<file path="src/rtl/fp64_pkg.sv">
// Shared IEEE-754 binary64 field definitions and class-flag type for the
// floating-point component library.
package fp64_pkg;

    localparam int SIGN_BIT  = 63;
    localparam int EXP_MSB   = 62;
    localparam int EXP_LSB   = 52;
    localparam int MAN_MSB   = 51;
    localparam int QUIET_BIT = 51;

    localparam logic [EXP_MSB-EXP_LSB:0] EXP_ALL_ONES = 11'h7FF;

    typedef struct packed {
        logic nan;
        logic inf;
        logic zero;
        logic subnormal;
    } fp64_class_t;

    // Class of +0.0, the value every pipeline stage holds after reset.
    localparam fp64_class_t CLASS_RESET = '{nan: 1'b0, inf: 1'b0, zero: 1'b1, subnormal: 1'b0};

    function automatic logic [EXP_MSB-EXP_LSB:0] fp64_exp(input logic [63:0] value);
        return value[EXP_MSB:EXP_LSB];
    endfunction

    function automatic logic [MAN_MSB:0] fp64_man(input logic [63:0] value);
        return value[MAN_MSB:0];
    endfunction

    // Signalling NaN: all-ones exponent, quiet bit clear, remaining payload nonzero.
    function automatic logic fp64_is_snan(input logic [63:0] value);
        return (fp64_exp(value) == EXP_ALL_ONES) && !value[QUIET_BIT]
            && (value[QUIET_BIT-1:0] != '0);
    endfunction

endpackage

</file>
<file path="src/rtl/fp64_classify.sv">
// Combinational binary64 classifier: flags NaN, infinity, zero and subnormal.
// Normal numbers leave every flag low; at most one flag is ever set.
module fp64_classify
    import fp64_pkg::*;
(
    input  logic [63:0]  value,
    output fp64_class_t  cls
);

    logic exp_ones;
    logic exp_zero;
    logic man_zero;

    assign exp_ones = (fp64_exp(value) == EXP_ALL_ONES);
    assign exp_zero = (fp64_exp(value) == '0);
    assign man_zero = (fp64_man(value) == '0);

    assign cls.nan       = exp_ones && !man_zero;
    assign cls.inf       = exp_ones &&  man_zero;
    assign cls.zero      = exp_zero &&  man_zero;
    assign cls.subnormal = exp_zero && !man_zero;

endmodule

</file>
<file path="src/rtl/double_neg.sv">
// Pipelined binary64 negation with optional signalling-NaN quietening and
// registered result class flags aligned with the final data stage.
module double_neg
    import fp64_pkg::*;
#(
    parameter int LATENCY   = 1,
    parameter bit QUIET_NAN = 1'b0
) (
    input  logic        clk,
    input  logic        rst_n,
    input  logic [63:0] double_neg_a,
    output logic [63:0] double_neg_z,
    output logic        z_is_nan,
    output logic        z_is_inf,
    output logic        z_is_zero,
    output logic        z_is_subnormal,
    output logic        z_sign
);

    logic [63:0] neg_a;
    logic [63:0] pipe [LATENCY];
    logic [63:0] final_in;
    fp64_class_t final_cls;
    fp64_class_t cls_q;

    always_comb begin
        neg_a = {~double_neg_a[SIGN_BIT], double_neg_a[EXP_MSB:0]};
        if (QUIET_NAN && fp64_is_snan(double_neg_a)) begin
            neg_a[QUIET_BIT] = 1'b1;
        end
    end

    // NOTE: every stage is a plain register with a reset value, so non-blocking
    // assignment lets the shift happen in one edge regardless of loop order.
    always_ff @(posedge clk) begin
        if (!rst_n) begin
            for (int i = 0; i < LATENCY; i++) begin
                pipe[i] <= '0;
            end
        end else begin
            pipe[0] <= neg_a;
            for (int i = 1; i < LATENCY; i++) begin
                pipe[i] <= pipe[i-1];
            end
        end
    end

    // Flags are classified from whatever enters the last stage, so they land
    // on the same edge as the data they describe.
    generate
        if (LATENCY == 1) begin : g_single
            assign final_in = neg_a;
        end else begin : g_multi
            assign final_in = pipe[LATENCY-2];
        end
    endgenerate

    fp64_classify u_classify (
        .value (final_in),
        .cls   (final_cls)
    );

    always_ff @(posedge clk) begin
        if (!rst_n) begin
            cls_q <= CLASS_RESET;
        end else begin
            cls_q <= final_cls;
        end
    end

    assign double_neg_z   = pipe[LATENCY-1];
    assign z_is_nan       = cls_q.nan;
    assign z_is_inf       = cls_q.inf;
    assign z_is_zero      = cls_q.zero;
    assign z_is_subnormal = cls_q.subnormal;
    assign z_sign         = double_neg_z[SIGN_BIT];

endmodule

</file>
<file path="config.mk">
export PLATFORM = sky130hd
export DESIGN_NAME = double_neg
export DESIGN_NICKNAME = d
export VERILOG_FILES = /design/src/rtl/fp64_pkg.sv /design/src/rtl/fp64_classify.sv /design/src/rtl/double_neg.sv
export SDC_FILE = /design/constraint.sdc
export NUM_CORES = 1
export LEC_CHECK = 0
export ABC_CLOCK_PERIOD_IN_PS = 1300
export BUFFER_PORTS_ARGS = -buffer_cell sky130_fd_sc_hd__buf_4
export CORE_MARGIN = 3
export CORE_UTILIZATION = 27
export CTS_CLUSTER_SIZE = 14
export DETAILED_ROUTE_END_ITERATION = 7
export SETUP_SLACK_MARGIN = 0.4
export SLEW_MARGIN = 10
export SYNTH_ARGS = -nofsm -noshare
export SYNTH_HDL_FRONTEND = slang
export SYNTH_HIERARCHICAL = 1
export SYNTH_SLANG_ARGS = --single-unit
</file>
<file path="constraint.sdc">
create_clock -name clk -period 1.3 [get_ports clk]
set_input_delay 0.065 -clock clk [delete_from_list [all_inputs] [get_ports clk]]
set_output_delay 0.065 -clock clk [all_outputs]
set_load 0.02 [all_outputs]
</file>
After elaboration in Yosys (flattened, before gate mapping)
Memory sizes are Yosys's and may differ from the RTL's.
Index checks and enable logic that the tools add are counted.

word-level totals
  bits in writable memories = 64
  word-level logic and storage cells = 19
  input bits = 66
  bits in registers = 4
  memories kept = 1

operators by class
  mux-type cells = 4
  eq/ne operators = 1
  reduce and logical (&&, ||, !) cells = 8
  bitwise logic cells = 1

memories
  name  words  width  read ports  clocked after memory_dff  wr ports  RTL line          RTL
  pipe  1      64     1           0                         1         double_neg.sv:21  logic [63:0] pipe [LATENCY];

operators with widths
  cell                  number
  $mux 64               1
  $reduce_or 64->1      1
  $logic_not 52->1      1
  $eq 11x11->1 const B  1
  $logic_not 11->1      1
  $logic_and 1x1->1     4
  $mux 1                3
  $logic_not 1->1       1
  $not 1->1             1

Logic depth before layout (Yosys ltp)
Gate-level depths: netlist (run 1).

  depth in word-level cells = 3
  mapped depth = 5
  depth with buffers taken out = 5

Modules after synthesis
Netlist (run 1), hierarchy kept.

modules (own cells, without submodules)
  module         sequential area each (µm²)  instances  area an instance (µm²)  cells each
  double_neg     1361.3                      1          1848.0                  145
  fp64_classify  0.0                         1          188.9                   30

Worst setup path before layout (run 1)
No wires, ideal clock.

  path type = input-to-reg
  start point = input double_neg_a[21]
  end point = register cls_q (netlist bit z_is_nan)
  library setup time = 115 ps
  cell stages on the path = 5
  arrival time = 1004 ps
  path slack = 181 ps
  required time = 1185 ps
  path through = nor4_1 nand4_1 nor4_2 nor2b_1 and2_1

RTL lines
  element               RTL line          RTL
  from (decl)           double_neg.sv:11  input logic [63:0] double_neg_a,
  to (signal assigned)  double_neg.sv:67  cls_q <= final_cls;
  to (decl)             double_neg.sv:24  fp64_class_t cls_q;

==> results of run 1 <==
## layer usage
layer | GRT usage | up-vias
li1 | - | 973
met2 | 0.246 | 86
met4 | 0.0513 | 0
met3 | 0.0666 | 2
met1 | 0.161 | 907
met5 | 0 | -
## stage by stage
stage	instances	power, mW	TNS [ps]
floorplan	174	2.51	0
global placement	401	2.87	-1060
detailed placement	401	2.88	-1120
CTS	480	4.81	0
global route	481	5.02	0
finish	481	4.78	0
## final cells by class
type                    instances  area, sq um  share of cell area
flip-flops and latches         68         1380               0.328
well taps                      99          124              0.0296
clock inverters                 4         47.5              0.0114
multi-input cells              98          747               0.178
repair buffers                200         1740               0.415
clock buffers                  12          155              0.0370
## report_power, final
group	total, mW	switching [mW]	leakage [nW]	internal (mW)
clock	1.74	0.758	0.102	0.985
sequential	2.23	0.0351	0.569	2.19
combinational	0.807	0.339	1.20	0.468
total	4.78	1.13	1.87	3.65
## registers in the layout, indices dropped and copies added, names as in the netlist
name	count
z_is_subnormal	1
z_is_zero	1
z_is_nan	1
z_is_inf	1
pipe	64
## path summary, 6_finish.rpt
kind,slack [ps],endpoint,from,depth (start not counted)
worst max-delay path,250,z_is_inf$_SDFF_PN0_,double_neg_a[1],6
worst min-delay path,170,z_is_zero$_SDFF_PN1_,double_neg_a[53],5
## tightest hold or removal path: stages
cell      delay, ps
buf_4            90
nor4_1           40
nand3_1          90
nor2b_1          50
nand2b_1        120
## timing repair
item | in CTS | in global routing
pin swaps | 5 | 3
cloned | 0 | 0
setup buffers | 0 | 0
hold endpoints to repair | 64 | 1
setup endpoints to repair | 4 | 22
gates resized for setup | 11 | 35
hold buffers | 63 | 1
==> run_results.csv, run 1 <==
group,metric,value,unit
run_status,status,"completed",
clocking,clock_sinks,68,
timing,finalCriticalPeriod,1050,ps
grt,grt_max_degree,69,
setup_path,crit_buf_inv,1,
grt,groute.usage.overall,0.146,
setup_path,critical_path.max_fanout,4,
power_and_ir_drop,p_leak,1.87,nW
clocking,cts.path.max_buffers,2,
timing,worst_slack,248,ps
final_layout,layout_common_cells,"116 x buf_4, 67 x and2_1, 64 x dlygate4sd3_1",
final_layout,final_nets,443,
placement,port_buffers,134,
detailed_routing,ant_nets,0,
power_and_ir_drop,max-vdd-ir-drop,0.525,mV
die,coreArea,7290,sq um
setup_path,critPathKind,"input pin to flip-flop",
timing,finalSetupViolations,0,
die,die_y,92.8,microns
clocking,tritoncts,"yes",
detailed_routing,drt_iter0_markers,30,
clocking,cts_buffers,9,
grt,grt_pass1_wl,9770,microns
timing,rsz0062_at_grt,"yes",
detailed_routing,top_layer_used,"met4",
detailed_routing,viasPerCell,4.09,
setup_path,cp_slowest_stage_delay,340,ps
setup_path,path_common_cell,"and2_1",
placement,dp_hpwl,3990,microns
setup_path,crit_chain,"buf_4 -> nor4_2 -> nand4_1 -> nor4_4 -> and2_1 -> and2_1",
die,row_count,31,
timing,finalHoldViolCount,0,
hold_path,hold_path_class,"input pin to flip-flop",
logic_synthesis,synthCells,174,
timing,max_freq,0.951,GHz
timing,period_share,0.809,
final_layout,fin_util,0.574,
die,io_pins,135,
detailed_routing,first_pass_iters,3,
detailed_routing,vias,1968,
detailed_routing,wl_met3,644,microns
setup_path,cp_slowest_cell,"nor4_4",
timing,worst_pin_slew,479,ps
power_and_ir_drop,p_per_area,1140,nW/um^2
die,start_util,0.279,
clocking,clk_pin_slew,70,ps
timing,drv_slew,0,
detailed_routing,route.detailed.drc,0,
setup_path,crit_arrival,1320,ps
final_layout,area_growth,106,%
final_layout,final_common_cell,"buf_4",
setup_path,worst_path_dominant_cell_family,"simple AND/OR/NAND/NOR gates",
detailed_routing,drt-met1-wl,2410,microns
logic_synthesis,ys_warn_count,6,
placement,placed_cell_area,3160,sq um
final_layout,antenna_cells,0,
setup_path,start_kind,"input pin",
placement,dpl_worst_slack,-286,ps
placement,gp_congestion,0.687,
clocking,cts-root-buf,"clkbuf_8",
detailed_routing,met2_length,3170,microns
final_layout,stdcell_area,4190,sq um
job,cap_violations,0,
grt,antenna_found_initial,0,
setup_path,critPathRequiredTime,1570,ps
grt,grt-ovfl-total,0,
timing,slew_headroom,0.681,
final_layout,drive_above_1_share,0.461,
logic_synthesis,synth_nets,240,
logic_synthesis,syn_area,2030,sq um
die,die_area,8610,sq um
setup_path,end_kind,"flip-flop",
clocking,htreeDepth,3,
detailed_routing,routedWlPerCell,13.0,microns
logic_synthesis,syn_area_per_cell,11.7,sq um
grt,grt_pass1_vias,2091,
die,fp.dieW,92.8,microns
detailed_routing,routed_wl,6240,microns
final_layout,fill_cells,649,
timing,holdWs,168,ps
(Power assumes the default switching activity.)
==> inputs of run 2 (changes only) <==
--- a/config.mk
+++ b/config.mk
@@ -5,7 +5,7 @@
 export SDC_FILE = /design/constraint.sdc
 export NUM_CORES = 1
 export LEC_CHECK = 0
-export ABC_CLOCK_PERIOD_IN_PS = 1300
+export ABC_CLOCK_PERIOD_IN_PS = 890
 export BUFFER_PORTS_ARGS = -buffer_cell sky130_fd_sc_hd__buf_4
 export CORE_MARGIN = 3
 export CORE_UTILIZATION = 27
==> constraint.sdc (replaced) <==
create_clock -name clk -period 0.89 [get_ports clk]
set_input_delay 0.0445 -clock clk [delete_from_list [all_inputs] [get_ports clk]]
set_output_delay 0.0445 -clock clk [all_outputs]
set_load 0.02 [all_outputs]
==> run_results.csv, run 2 (synthesized netlist as in run 1, its figures left out) <==
group,metric,value,unit
detailed_routing,drt_iter0_markers,22,
clocking,clock_sinks,68,
final_layout,final_common_cell,"buf_6",
final_layout,area_growth,89.1,%
timing,holdWs,-152,ps
timing,max_freq,1.04,GHz
die,row_count,31,
job,cap_violations,0,
placement,port_buffers,134,
detailed_routing,viasPerCell,4.16,
clocking,htreeDepth,3,
final_layout,final_nets,382,
run_status,failed_checks,"negative hold slack, negative setup slack",
final_layout,largest_reg_flops,64,
grt,grt_pass1_wl,9000,microns
detailed_routing,route.detailed.drc,0,
final_layout,top_register,"pipe",
detailed_routing,routedWlPerCell,13.5,microns
clocking,clk_pin_slew,70,ps
timing,finalCriticalPeriod,960,ps
clocking,cts-root-buf,"clkbuf_8",
hold_path,hp-start,"double_neg_a[63]",
run_status,status,"finished with violations",
detailed_routing,ant_nets,0,
final_layout,antenna_cells,0,
die,die_area,8610,sq um
setup_path,crit_arrival,1180,ps
grt,antenna_found_initial,0,
die,die_y,92.8,microns
clocking,tritoncts,"yes",
final_layout,stdcell_area,3840,sq um
grt,grt-ovfl-total,0,
clocking,cts_buffers,9,
clocking,cts_setup_buffers,0,
timing,period_share,1.08,
timing,finalHoldViolCount,61,
setup_path,end_kind,"flip-flop",
hold_path,hold_path_depth,2,
grt,grt_pass1_vias,1777,
final_layout,fin_util,0.527,
final_layout,drive_above_1_share,0.720,
timing,worst_slack,-69.9,ps
placement,dp.cells,404,
placement,placed_cell_area,3200,sq um
clocking,cts.path.max_buffers,2,
final_layout,layout_common_cells,"74 x buf_6, 67 x and2_1, 65 x dfxtp_2",
timing,drv_slew,0,
final_layout,fill_cells,680,
die,fp.dieW,92.8,microns
timing,finalSetupViolations,4,
die,start_util,0.279,
timing,worst_pin_slew,291,ps
setup_path,critPathKind,"input pin to flip-flop",
detailed_routing,first_pass_iters,4,
setup_path,start_kind,"input pin",
timing,finalSetupTns,-272,ps
die,io_pins,135,
power_and_ir_drop,p_leak,1.69,nW
timing,slew_headroom,0.804,
hold_path,hold_path_end,"pipe[0][63]$_SDFF_PN0_",
final_layout,fin_cells,420,
power_and_ir_drop,p_per_area,1790,nW/um^2
grt,grt_max_degree,40,
setup_path,critical_path.max_fanout,4,
grt,groute.usage.overall,0.137,
power_and_ir_drop,max-vdd-ir-drop,0.739,mV
hold_path,hold_path_class,"input pin to flip-flop",
die,coreArea,7290,sq um
timing,rsz0062_at_grt,"yes",
placement,gp_congestion,0.708,
detailed_routing,routed_wl,5660,microns
detailed_routing,vias,1746,
setup_path,critPathRequiredTime,1110,ps
power_and_ir_drop,power,6.89,mW
[run 2: changes by cell type in the layout (fill, tap and decap cells not counted), moves of 3 or more]
cell           previous run  this run
dlygate4sd3_1            64         0
nor4_1                    3         6
buf_6                    19        74
dfxtp_2                  11        65
buf_4                   116        63
nor4_2                    6         3
dfxtp_1                  57         2
[run 2: stage by stage]
stage	hold WS, ps	setup WS [ps]
floorplan	106	-160
CTS	-175	-37.1
detailed placement	193	-613
global placement	191	-605
finish	-152	-69.9
global route	-179	-113
[run 2: critical path, cell delays in order]
cell,delay (ps)
buf_8,100
nor4_4,300
nand4_1,220
nor4_4,310
nor2_1,80
and2_1,130
[run 2: worst max-delay path by stage]
| stage | startpoint | endpoint |
|---|---|---|
| after floorplan | double_neg_a[26] | z_is_subnormal$_SDFF_PN0_ |
| after global placement | double_neg_a[38] | z_is_inf$_SDFF_PN0_ |
| after detailed placement | double_neg_a[8] | z_is_subnormal$_SDFF_PN0_ |
| after CTS | double_neg_a[24] | z_is_zero$_SDFF_PN1_ |
| after global routing | double_neg_a[21] | z_is_inf$_SDFF_PN0_ |
| final | double_neg_a[21] | z_is_subnormal$_SDFF_PN0_ |
[run 2: final cells by class]
cell class	count	area (sq um)	area share
clock inverters	4	47.5	0.0124
well taps	99	124	0.0322
multi-input cells	98	731	0.190
repair buffers	139	1340	0.349
flip-flops and latches	68	1450	0.376
clock buffers	12	155	0.0404
[run 2: metal layers]
metal | vias to the layer above | track usage | share of wire
met2 | 87 | 0.221 | 0.49
li1 | 852 | - | -
met5 | - | 0 | 0
met4 | 0 | 0.0672 | 0.020
met1 | 797 | 0.153 | 0.38
met3 | 10 | 0.0593 | 0.11
[run 2: what timing repair did]
item	4_1_cts	5_1_grt
endpoints found under the hold margin	61	61
pin swaps	7	7
endpoints found under the setup margin	73	73
resized for setup	145	7
[run 2: where the power goes]
group	internal [mW]	leakage, nW	switching (mW)	total (mW)
clock	1.44	0.102	1.10	2.54
sequential	3.23	0.584	0.0721	3.30
combinational	0.593	1.01	0.453	1.05
total	5.26	1.69	1.63	6.89
